**src/rtl/oob_dev_ctrl.sv**
```systemverilog
// Device-side SATA OOB responder: COMRESET -> COMINIT, COMWAKE exchange, ALIGNp/SYNCp bring-up, then data pass-through.
// Latency: all outputs registered; txcominit/txcomwake pulse 1 cycle after state entry, tx data path 1 cycle in LINK_UP.
// No backpressure: fixed-rate stream; OOB_DEV_DEBUG_EN exposes {retry, sync_cnt, 2'b0, state} on debug.
module oob_dev_ctrl #(
    parameter int DATA_BYTE_WIDTH = 4,      // only 4 is supported
    parameter int CLK_SPEED_GRADE = 1,      // 1: 75 MHz, 2: 150 MHz, 4: 300 MHz
    parameter int COMWAKE_TMO     = 16384,
    parameter int ALIGN_TMO       = 65536,
    parameter int MAX_RETRY       = 3
) (
    input  logic                         clk,
    input  logic                         rst,
    input  logic                         gtx_ready,
    input  logic                         rxcominitdet_in,
    input  logic                         rxcomwakedet_in,
    input  logic                         rxelecidle_in,
    input  logic                         txcomfinish_in,
    output logic                         txcominit,
    output logic                         txcomwake,
    output logic                         txelecidle,
    input  logic [DATA_BYTE_WIDTH*8-1:0] txdata_in,
    input  logic [DATA_BYTE_WIDTH-1:0]   txcharisk_in,
    output logic [DATA_BYTE_WIDTH*8-1:0] txdata_out,
    output logic [DATA_BYTE_WIDTH-1:0]   txcharisk_out,
    input  logic [DATA_BYTE_WIDTH*8-1:0] rxdata_in,
    input  logic [DATA_BYTE_WIDTH-1:0]   rxcharisk_in,
    input  logic                         rxbyteisaligned,
    output logic                         phy_ready,
    output logic                         link_down,
    output logic [11:0]                  debug
);

    localparam int DW = DATA_BYTE_WIDTH * 8;
    localparam int KW = DATA_BYTE_WIDTH;

    localparam logic [DW-1:0] ALIGNP  = DW'(32'h7B4A4ABC);
    localparam logic [DW-1:0] SYNCP   = DW'(32'hB5B5957C);
    localparam logic [KW-1:0] K_FIRST = KW'(1);

    // Timeout fires on the cycle the counter equals limit-1.
    localparam logic [19:0] CW_LAST = 20'(COMWAKE_TMO * CLK_SPEED_GRADE - 1);
    localparam logic [19:0] AL_LAST = 20'(ALIGN_TMO * CLK_SPEED_GRADE - 1);
    localparam logic [3:0]  RETRY_LIMIT = 4'(MAX_RETRY);

    typedef enum logic [3:0] {
        IDLE          = 4'd0,
        SEND_CI       = 4'd1,
        WAIT_CW       = 4'd2,
        SEND_CW       = 4'd3,
        WAIT_IDLE_END = 4'd4,
        SEND_ALIGN    = 4'd5,
        SEND_SYNC     = 4'd6,
        LINK_UP       = 4'd7
    } state_t;

    state_t      state, state_nxt;
    logic [19:0] timer;
    logic [3:0]  retry, retry_nxt, retry_inc;
    logic [1:0]  sync_cnt, sync_nxt;
    logic        miss_q;      // rxbyteisaligned was low last cycle in LINK_UP
    logic        idle_q;      // rxelecidle_in was high last cycle in LINK_UP
    logic        timeout;
    logic        link_drop;
    logic        rx_is_align;

    assign rx_is_align = (rxdata_in == ALIGNP) && (rxcharisk_in == K_FIRST);
    assign retry_inc   = (retry == 4'hF) ? retry : retry + 4'd1;

    // Next-state logic: handshake progression, timeouts with retry, COMRESET override last.
    always_comb begin
        state_nxt = state;
        retry_nxt = retry;
        sync_nxt  = 2'd0;
        timeout   = 1'b0;
        link_drop = 1'b0;
        case (state)
            IDLE: begin
                // retry is kept while idling so the debug view shows why we gave up
                if (rxcominitdet_in) begin
                    state_nxt = SEND_CI;
                    retry_nxt = 4'd0;
                end
            end
            SEND_CI: begin
                if (txcomfinish_in) state_nxt = WAIT_CW;
            end
            WAIT_CW: begin
                if (rxcomwakedet_in)       state_nxt = SEND_CW;
                else if (timer == CW_LAST) timeout   = 1'b1;
            end
            SEND_CW: begin
                if (txcomfinish_in) state_nxt = WAIT_IDLE_END;
            end
            WAIT_IDLE_END: begin
                if (!rxelecidle_in) state_nxt = SEND_ALIGN;
            end
            SEND_ALIGN: begin
                if (rxbyteisaligned && rx_is_align) state_nxt = SEND_SYNC;
                else if (timer == AL_LAST)          timeout   = 1'b1;
            end
            SEND_SYNC: begin
                if (rx_is_align) begin
                    sync_nxt = 2'd0;
                end else if (sync_cnt == 2'd2) begin
                    state_nxt = LINK_UP;
                    retry_nxt = 4'd0;
                end else begin
                    sync_nxt = sync_cnt + 2'd1;
                end
            end
            LINK_UP: begin
                if ((!rxbyteisaligned && miss_q) || (rxelecidle_in && idle_q)) begin
                    state_nxt = IDLE;
                    link_drop = 1'b1;
                end
            end
            default: state_nxt = IDLE;
        endcase

        if (timeout) begin
            retry_nxt = retry_inc;
            state_nxt = (retry_inc >= RETRY_LIMIT) ? IDLE : SEND_CI;
        end

        // A host COMRESET always restarts the handshake, even over a same-cycle timeout.
        if (rxcominitdet_in && state != IDLE && state != SEND_CI) begin
            state_nxt = SEND_CI;
            retry_nxt = retry;
            sync_nxt  = 2'd0;
            link_drop = (state == LINK_UP);
        end
    end

    // State, timer and counters; losing gtx_ready behaves like reset.
    always_ff @(posedge clk) begin
        if (rst || !gtx_ready) begin
            state    <= IDLE;
            timer    <= 20'd0;
            retry    <= 4'd0;
            sync_cnt <= 2'd0;
            miss_q   <= 1'b0;
            idle_q   <= 1'b0;
        end else begin
            state    <= state_nxt;
            if (state_nxt != state) timer <= 20'd0;
            else if (timer != '1)   timer <= timer + 20'd1;
            retry    <= retry_nxt;
            sync_cnt <= sync_nxt;
            miss_q   <= (state == LINK_UP) && (state_nxt == LINK_UP) && !rxbyteisaligned;
            idle_q   <= (state == LINK_UP) && (state_nxt == LINK_UP) && rxelecidle_in;
        end
    end

    // Registered outputs: OOB pulses on the first cycle of their state, tx mux by current state.
    always_ff @(posedge clk) begin
        if (rst || !gtx_ready) begin
            txcominit     <= 1'b0;
            txcomwake     <= 1'b0;
            txelecidle    <= 1'b1;
            txdata_out    <= '0;
            txcharisk_out <= '0;
            phy_ready     <= 1'b0;
            link_down     <= 1'b0;
        end else begin
            txcominit  <= (state == SEND_CI) && (timer == 20'd0);
            txcomwake  <= (state == SEND_CW) && (timer == 20'd0);
            // Follows the next state so the line leaves idle on the same edge we enter SEND_ALIGN.
            txelecidle <= !(state_nxt inside {SEND_ALIGN, SEND_SYNC, LINK_UP});
            phy_ready  <= (state_nxt == LINK_UP) && rxbyteisaligned;
            link_down  <= link_drop;
            case (state)
                SEND_ALIGN: begin
                    txdata_out    <= ALIGNP;
                    txcharisk_out <= K_FIRST;
                end
                SEND_SYNC: begin
                    txdata_out    <= SYNCP;
                    txcharisk_out <= K_FIRST;
                end
                LINK_UP: begin
                    txdata_out    <= txdata_in;
                    txcharisk_out <= txcharisk_in;
                end
                default: begin
                    txdata_out    <= '0;
                    txcharisk_out <= '0;
                end
            endcase
        end
    end

`ifdef OOB_DEV_DEBUG_EN
    assign debug = {retry, sync_cnt, 2'b00, state};
`else
    assign debug = 12'h000;
`endif

endmodule
```
**config.mk**
```make
export PLATFORM = sky130hd
export DESIGN_NAME = oob_dev_ctrl
export DESIGN_NICKNAME = d
export VERILOG_FILES = /design/src/rtl/oob_dev_ctrl.sv
export SDC_FILE = /design/constraint.sdc
export NUM_CORES = 1
export LEC_CHECK = 0
export BUFFER_PORTS_ARGS = -buffer_cell sky130_fd_sc_hd__buf_2
export CORE_MARGIN = 2
export CORE_UTILIZATION = 40
export CTS_CLUSTER_DIAMETER = 60
export DETAILED_ROUTE_END_ITERATION = 6
export GPL_TIMING_DRIVEN = 1
export PLACE_DENSITY = 0.72
export SYNTH_ARGS = -nofsm -noshare
export SYNTH_HDL_FRONTEND = slang
export SYNTH_SLANG_ARGS = --single-unit
```
**constraint.sdc**
```tcl
create_clock -name clk -period 5.7 [get_ports clk]
set_clock_uncertainty 0.05 [all_clocks]
set_input_delay 0.57 -clock clk [delete_from_list [all_inputs] [get_ports clk]]
set_output_delay 0.57 -clock clk [all_outputs]
set_load 0.02 [all_outputs]
```
== Yosys cells after proc, flatten, opt, wreduce, memory -nomap -nowiden ==
Cells that the tools add are included.

* $add $sub $neg: 3
* Multiply operators: 0
* Div/mod/pow operators: 0
* Order comparisons: 1
* Equality and inequality tests: 22
* Shift-type cells: 0
* Muxes and demuxes: 29
* Bitwise logic cells: 2
* Reduce and logical (&&, ||, !) cells: 26

{| class="wikitable"
|+ Operator list
! operator !! count
|-
| 32-bit one-hot mux with 3 select lines || 1
|-
| 4-bit two-way mux || 16
|-
| 32-bit by 31-bit == test with 1-bit output (second input constant) || 1
|-
| 4-bit one-hot mux with 8 select lines || 1
|-
| 4-bit by 3-bit == test with 1-bit output (second input constant) || 7
|-
| 20-bit by 1-bit adder with 20-bit output (second input constant) || 1
|-
| 20-bit by 14-bit == test with 1-bit output (second input constant) || 1
|-
| 20-bit by 16-bit == test with 1-bit output (second input constant) || 1
|-
| 20-bit zero test || 1
|-
| 20-bit inequality test (second input constant) || 1
|-
| 4-bit one-hot mux with 2 select lines || 2
|-
| 1-bit logical AND || 12
|-
| 3-bit inequality test (second input constant) || 3
|-
| 4-bit by 1-bit == test with 1-bit output (second input constant) || 2
|-
| 4-bit by 2-bit == test with 1-bit output (second input constant) || 2
|-
| 1-bit two-way mux || 8
|-
| 3-bit nonzero test || 2
|-
| 5-bit AND reduction || 1
|-
| 5-bit OR reduction || 1
|-
| 4-bit by 1-bit adder with 4-bit output (second input constant) || 1
|-
| 4-bit == test (second input constant) || 1
|-
| 4-bit by 2-bit greater-or-equal comparator with 1-bit output (second input constant) || 1
|-
| 4-bit zero test || 1
|-
| 4-bit by 1-bit inequality test with 1-bit output (second input constant) || 1
|-
| other kinds (9) || 14
|}

* Register bits after elaboration: 73
* Latch bits: 0
* RAM bits: 0
* Memory bits (read-only): 0
* Bits of input ports: 80
* Output and inout port bits: 53
* Word-level logic and storage cells: 96
* Memories: 0

== Depth between registers and ports, before layout ==
* Depth after elaboration: 10
* Depth in mapped cells: 9
* Depth with buffers taken out: 8

== Worst setup path before layout ==
Ideal clock, no wire load.

* Kind: input to register
* From: in rxdata_in[12]
* To: reg timer[19]
* Library setup time: 0.088 ns
* Data arrival time: 2.350 ns
* Data required time: 5.562 ns
* Path slack: 3.213 ns
* Stages on the path: 8
* Path buffers: 1
* Path through: nor4b_1 -> nand4_1 -> nor4_1 -> a2111o_1 -> o31ai_4 -> xnor2_1 -> buf_4 -> nor4b_2

* Longest elaborated chain between the ends: 9
* Elaborated cells on any way between the ends: 12
* Those cells by class: eq/ne (2); mux (7); reduce/logical (3)

{| class="wikitable"
|+ Ends and longest elaborated chain
! element !! RTL line !! RTL
|-
| start: declaration || 25 || <nowiki>input logic [DATA_BYTE_WIDTH*8-1:0] rxdata_in,</nowiki>
|-
| 32-bit by 31-bit == test with 1-bit output * || 66 || <nowiki>assign rx_is_align = (rxdata_in == ALIGNP) && (rxcharisk_in == K_FIRST);</nowiki>
|-
| 1-bit logical AND * || 66 ||
|-
| 1-bit logical AND || 98 || <nowiki>if (rxbyteisaligned && rx_is_align) state_nxt = SEND_SYNC;</nowiki>
|-
| 4-bit two-way mux or 1-bit two-way mux (tied branches) || 98 ||
|-
| 4-bit one-hot mux with 8 select lines or 1-bit one-hot mux with 2 select lines (tied branches) || 76 || <nowiki>case (state)</nowiki>
|-
| 4-bit two-way mux * || 120 || <nowiki>if (timeout) begin</nowiki>
|-
| 4-bit two-way mux * || 126 || <nowiki>if (rxcominitdet_in && state != IDLE && state != SEND_CI) begin</nowiki>
|-
| 4-bit inequality test * || 145 || <nowiki>if (state_nxt != state) timer <= 20'd0;</nowiki>
|-
| 2-bit OR reduction (no line) * || - ||
|-
| end signal: assignment || 146 || <nowiki>else if (timer != '1) timer <= timer + 20'd1;</nowiki>
|-
| end: declaration || 57 || <nowiki>logic [19:0] timer;</nowiki>
|}

Every way passes the cells marked *; elsewhere a longest branch is shown, timed or not.
A chain may end at the register's enable or synchronous reset.

== Final worst setup path ==
* From: reg state[1]
* To: reg timer[17]

* Longest elaborated chain between the ends: 7
* Elaborated cells on any way between the ends: 27
* Those cells by class: eq/ne (9); mux (13); reduce/logical (5)

{| class="wikitable"
|+ Ends and longest elaborated chain
! element !! RTL line !! RTL
|-
| start: declaration || 56 || <nowiki>state_t state, state_nxt;</nowiki>
|-
| start signal: assignment || 144 || <nowiki>state <= state_nxt;</nowiki>
|-
| 4-bit two-way mux || 104 || <nowiki>end else if (sync_cnt == 2'd2) begin</nowiki>
|-
| 4-bit two-way mux || 102 || <nowiki>if (rx_is_align) begin</nowiki>
|-
| 4-bit one-hot mux with 8 select lines || 76 ||
|-
| 4-bit two-way mux || 120 ||
|-
| 4-bit two-way mux || 126 ||
|-
| 4-bit inequality test * || 145 ||
|-
| 2-bit OR reduction (no line) * || - ||
|}

Marked as above.

==> run summary <==
Worst setup EP type = flop
Max-cap violations = 0
final setup vio count = 0
min Tclk post-route = 3.17 ns
largest cells by area after synthesis = dfxtp_1, a21o_1, nor3_1, nor2_1, buf_4
crit path kind = reg2reg
Die ar. = 8990 µm²
CTS sink cnt = 73
DRT Pass-1 Iters = 4
final worst setup slack = 2.53 ns
first-pass GRT wire length = 12100 µm
post-synth top area cell = dfxtp_1
Setup crit start kind = flop
Max clock buf depth = 2
GRT Residual Overflow = 0
drt total wl = 7840 µm
IO Port Bufs = 120
post-synthesis async set-or-reset flop share = 0%
Slew HR = 24.9%
Yosys top cell area share = 44.3%
H-tree depth = 3
Max Slew Vio Count = 0
Worst Hold Class = in2reg
clk_lat worst skew = 0.35 ns
Final TNS setup = 0 ns
GP Congestion = 0.952
# hold bufs at CTS = 0
final net count = 558
fin util = 51.4%
die span in y = 94.8 µm
Root Driver = clkbuf_8
vias in the first global route = 2651
Core ar. = 8090 µm²
Inserted Clock Buffers = 9
Pwr Density = 258 nW/µm²
WL/cell = 13.4 µm
count leader, synth = dfxtp_1
Die Wd = 94.8 µm
Post-synth top flop = dfxtp_1
synthesis warning total = 0
placed insts = 568
Final period util = 55.7%
IO Count = 133
status = finished, final reports clean
initial antenna violation count = 0
Post-Syn Area = 3300 µm²
ANT cells = 0
hpwl dp = 5820 µm
FP Rows = 33
RSZ-0062 raised after global routing = no
largest net degree at the start of global routing = 37
post-CTS setup buffers = 0
cell family with most CP delay = compound AO/OA/AOI/OAI gates
GRT Resource Usage Total = 17.0%
Final Hold Vio Count = 0
achievable frequency = 315 MHz
post-cts resize count = 0
synthesis-stage register bit count = 73
Worst EP required = 5.89 ns
Distinct cells, synth = 57
worst-path maximum fanout = 20
register area share after synthesis = 44.3%
DRC Markers = 0
vias per inst = 5.19
Post-synth EDFFs = 0
drt initial violations = 86
CTS tree = built
Starting Density = 40.8%
Area Growth Syn to Fin = 26.0%
Slew @ Worst Pin = 1.13 ns
synthesized area per cell = 9.14 µm²
DR vias = 3032
FILL cells = 767
Max stage delay on crit path = 0.75 ns
CP arrival = 3.37 ns
final antenna-violating net count = 0
VDD IR max = 0.000147 V
crit-path cells = nor4bb_1 -> a22o_1 -> a41oi_1 -> a21bo_2 -> a21oi_1 -> nand4_1 -> a211oi_1
top cells by count, synth = dfxtp_1, a21o_1, nor2_1
Setup WS pre-CTS = 2.23 ns
leakage power = 2.07 nW
Worst-path clk slew = 0.08 ns
CP bufs+invs = 0
Slowest-stage cell, CP = nand4_1
Mapped Cells = 361
ratio of cells with drive above 1 in the final layout = 30.3%
final cell count without fillers = 584
[kinds of logic after synthesis]
| logic type | Yosys count | share of synthesized area (%) |
|---|---|---|
| buffers and inverters | 40 | 6.14 |
| flip-flops | 73 | 44.3 |
| AO/OA/AOI/OAI | 64 | 14.9 |
| other | 1 | 0.114 |
| AND/OR/NAND/NOR | 162 | 28.5 |
| XOR/XNOR | 16 | 4.25 |
| adder cells (fa/ha/maj) | 4 | 1.52 |
| multiplexers | 1 | 0.303 |
[path summary, 6_finish.rpt]
kind | from | end | cells past startpoint | slack, ns
hold / removal | txdata_in[25] | txdata_out[25]$_SDFF_PP0_ | 2 | 0.36
hold reg to reg | sync_cnt[0]$_SDFF_PP0_ | sync_cnt[0]$_SDFF_PP0_ | 1 | 0.36
setup / recovery | state[1]$_SDFF_PP0_ | timer[17]$_SDFFE_PP0P_ | 7 | 2.53
setup reg to reg | state[1]$_SDFF_PP0_ | timer[17]$_SDFFE_PP0P_ | 7 | 2.53
[state kept, by name (all words and copies together) (netlist names)]
signal and cells:
txdata_out 32, timer 20, retry 4, state 4
txcharisk_out 4, sync_cnt 2, idle_q 1, link_down 1
miss_q 1, phy_ready 1, txcominit 1, txcomwake 1
txelecidle 1
[metal layers]
| metal | vias up | share of wire (%) | GRT usage [%] |
|---|---|---|---|
| met2 | 104 | 47 | 26.7 |
| li1 | 1510 | - | - |
| met5 | - | 0 | 0 |
| met4 | 0 | 2.9 | 8.45 |
| met3 | 23 | 5.8 | 4.55 |
| met1 | 1395 | 44 | 21.4 |
[layout by cell type, fill, tap and decap left out, drive strengths merged, types with 11 or more instances in the layout]
cell and instances:
nand3 18, nor3 23, buf 121, nand4 12, a21o 30, conb 13
nand2 18, dfxtp 73, and3 11, nor2 27
[final cells by class]
class                           count  area, µm²  area share [%]
Inverter                            9       33.8           0.813
Clock inverter                      6        115            2.77
Multi-Input combinational cell    260       1680            40.4
Timing Repair Buffer              121        608            14.6
Tap cell                          105        131            3.16
Clock buffer                       10        128            3.07
Sequential cell                    73       1460            35.1
[per-stage QoR]
stage / cell area [µm²] / power (mW) / hold slack [ns]
after global routing: 4160 / 1.11 / 0.341
final: 4160 / 1.07 / 0.355
after detailed placement: 3920 / 0.587 / 0.355
after CTS: 4160 / 1.08 / 0.349
after global placement: 3920 / 0.586 / 0.350
after floorplan: 3340 / 0.563 / 0.341
[power breakdown]
group	switching [mW]	total [mW]	internal, mW
combinational	0.0332	0.0625	0.0293
sequential	0.00252	0.513	0.511
clock	0.202	0.495	0.293
total	0.238	1.07	0.833
Note: power is estimated with default switching activity, not from simulation.
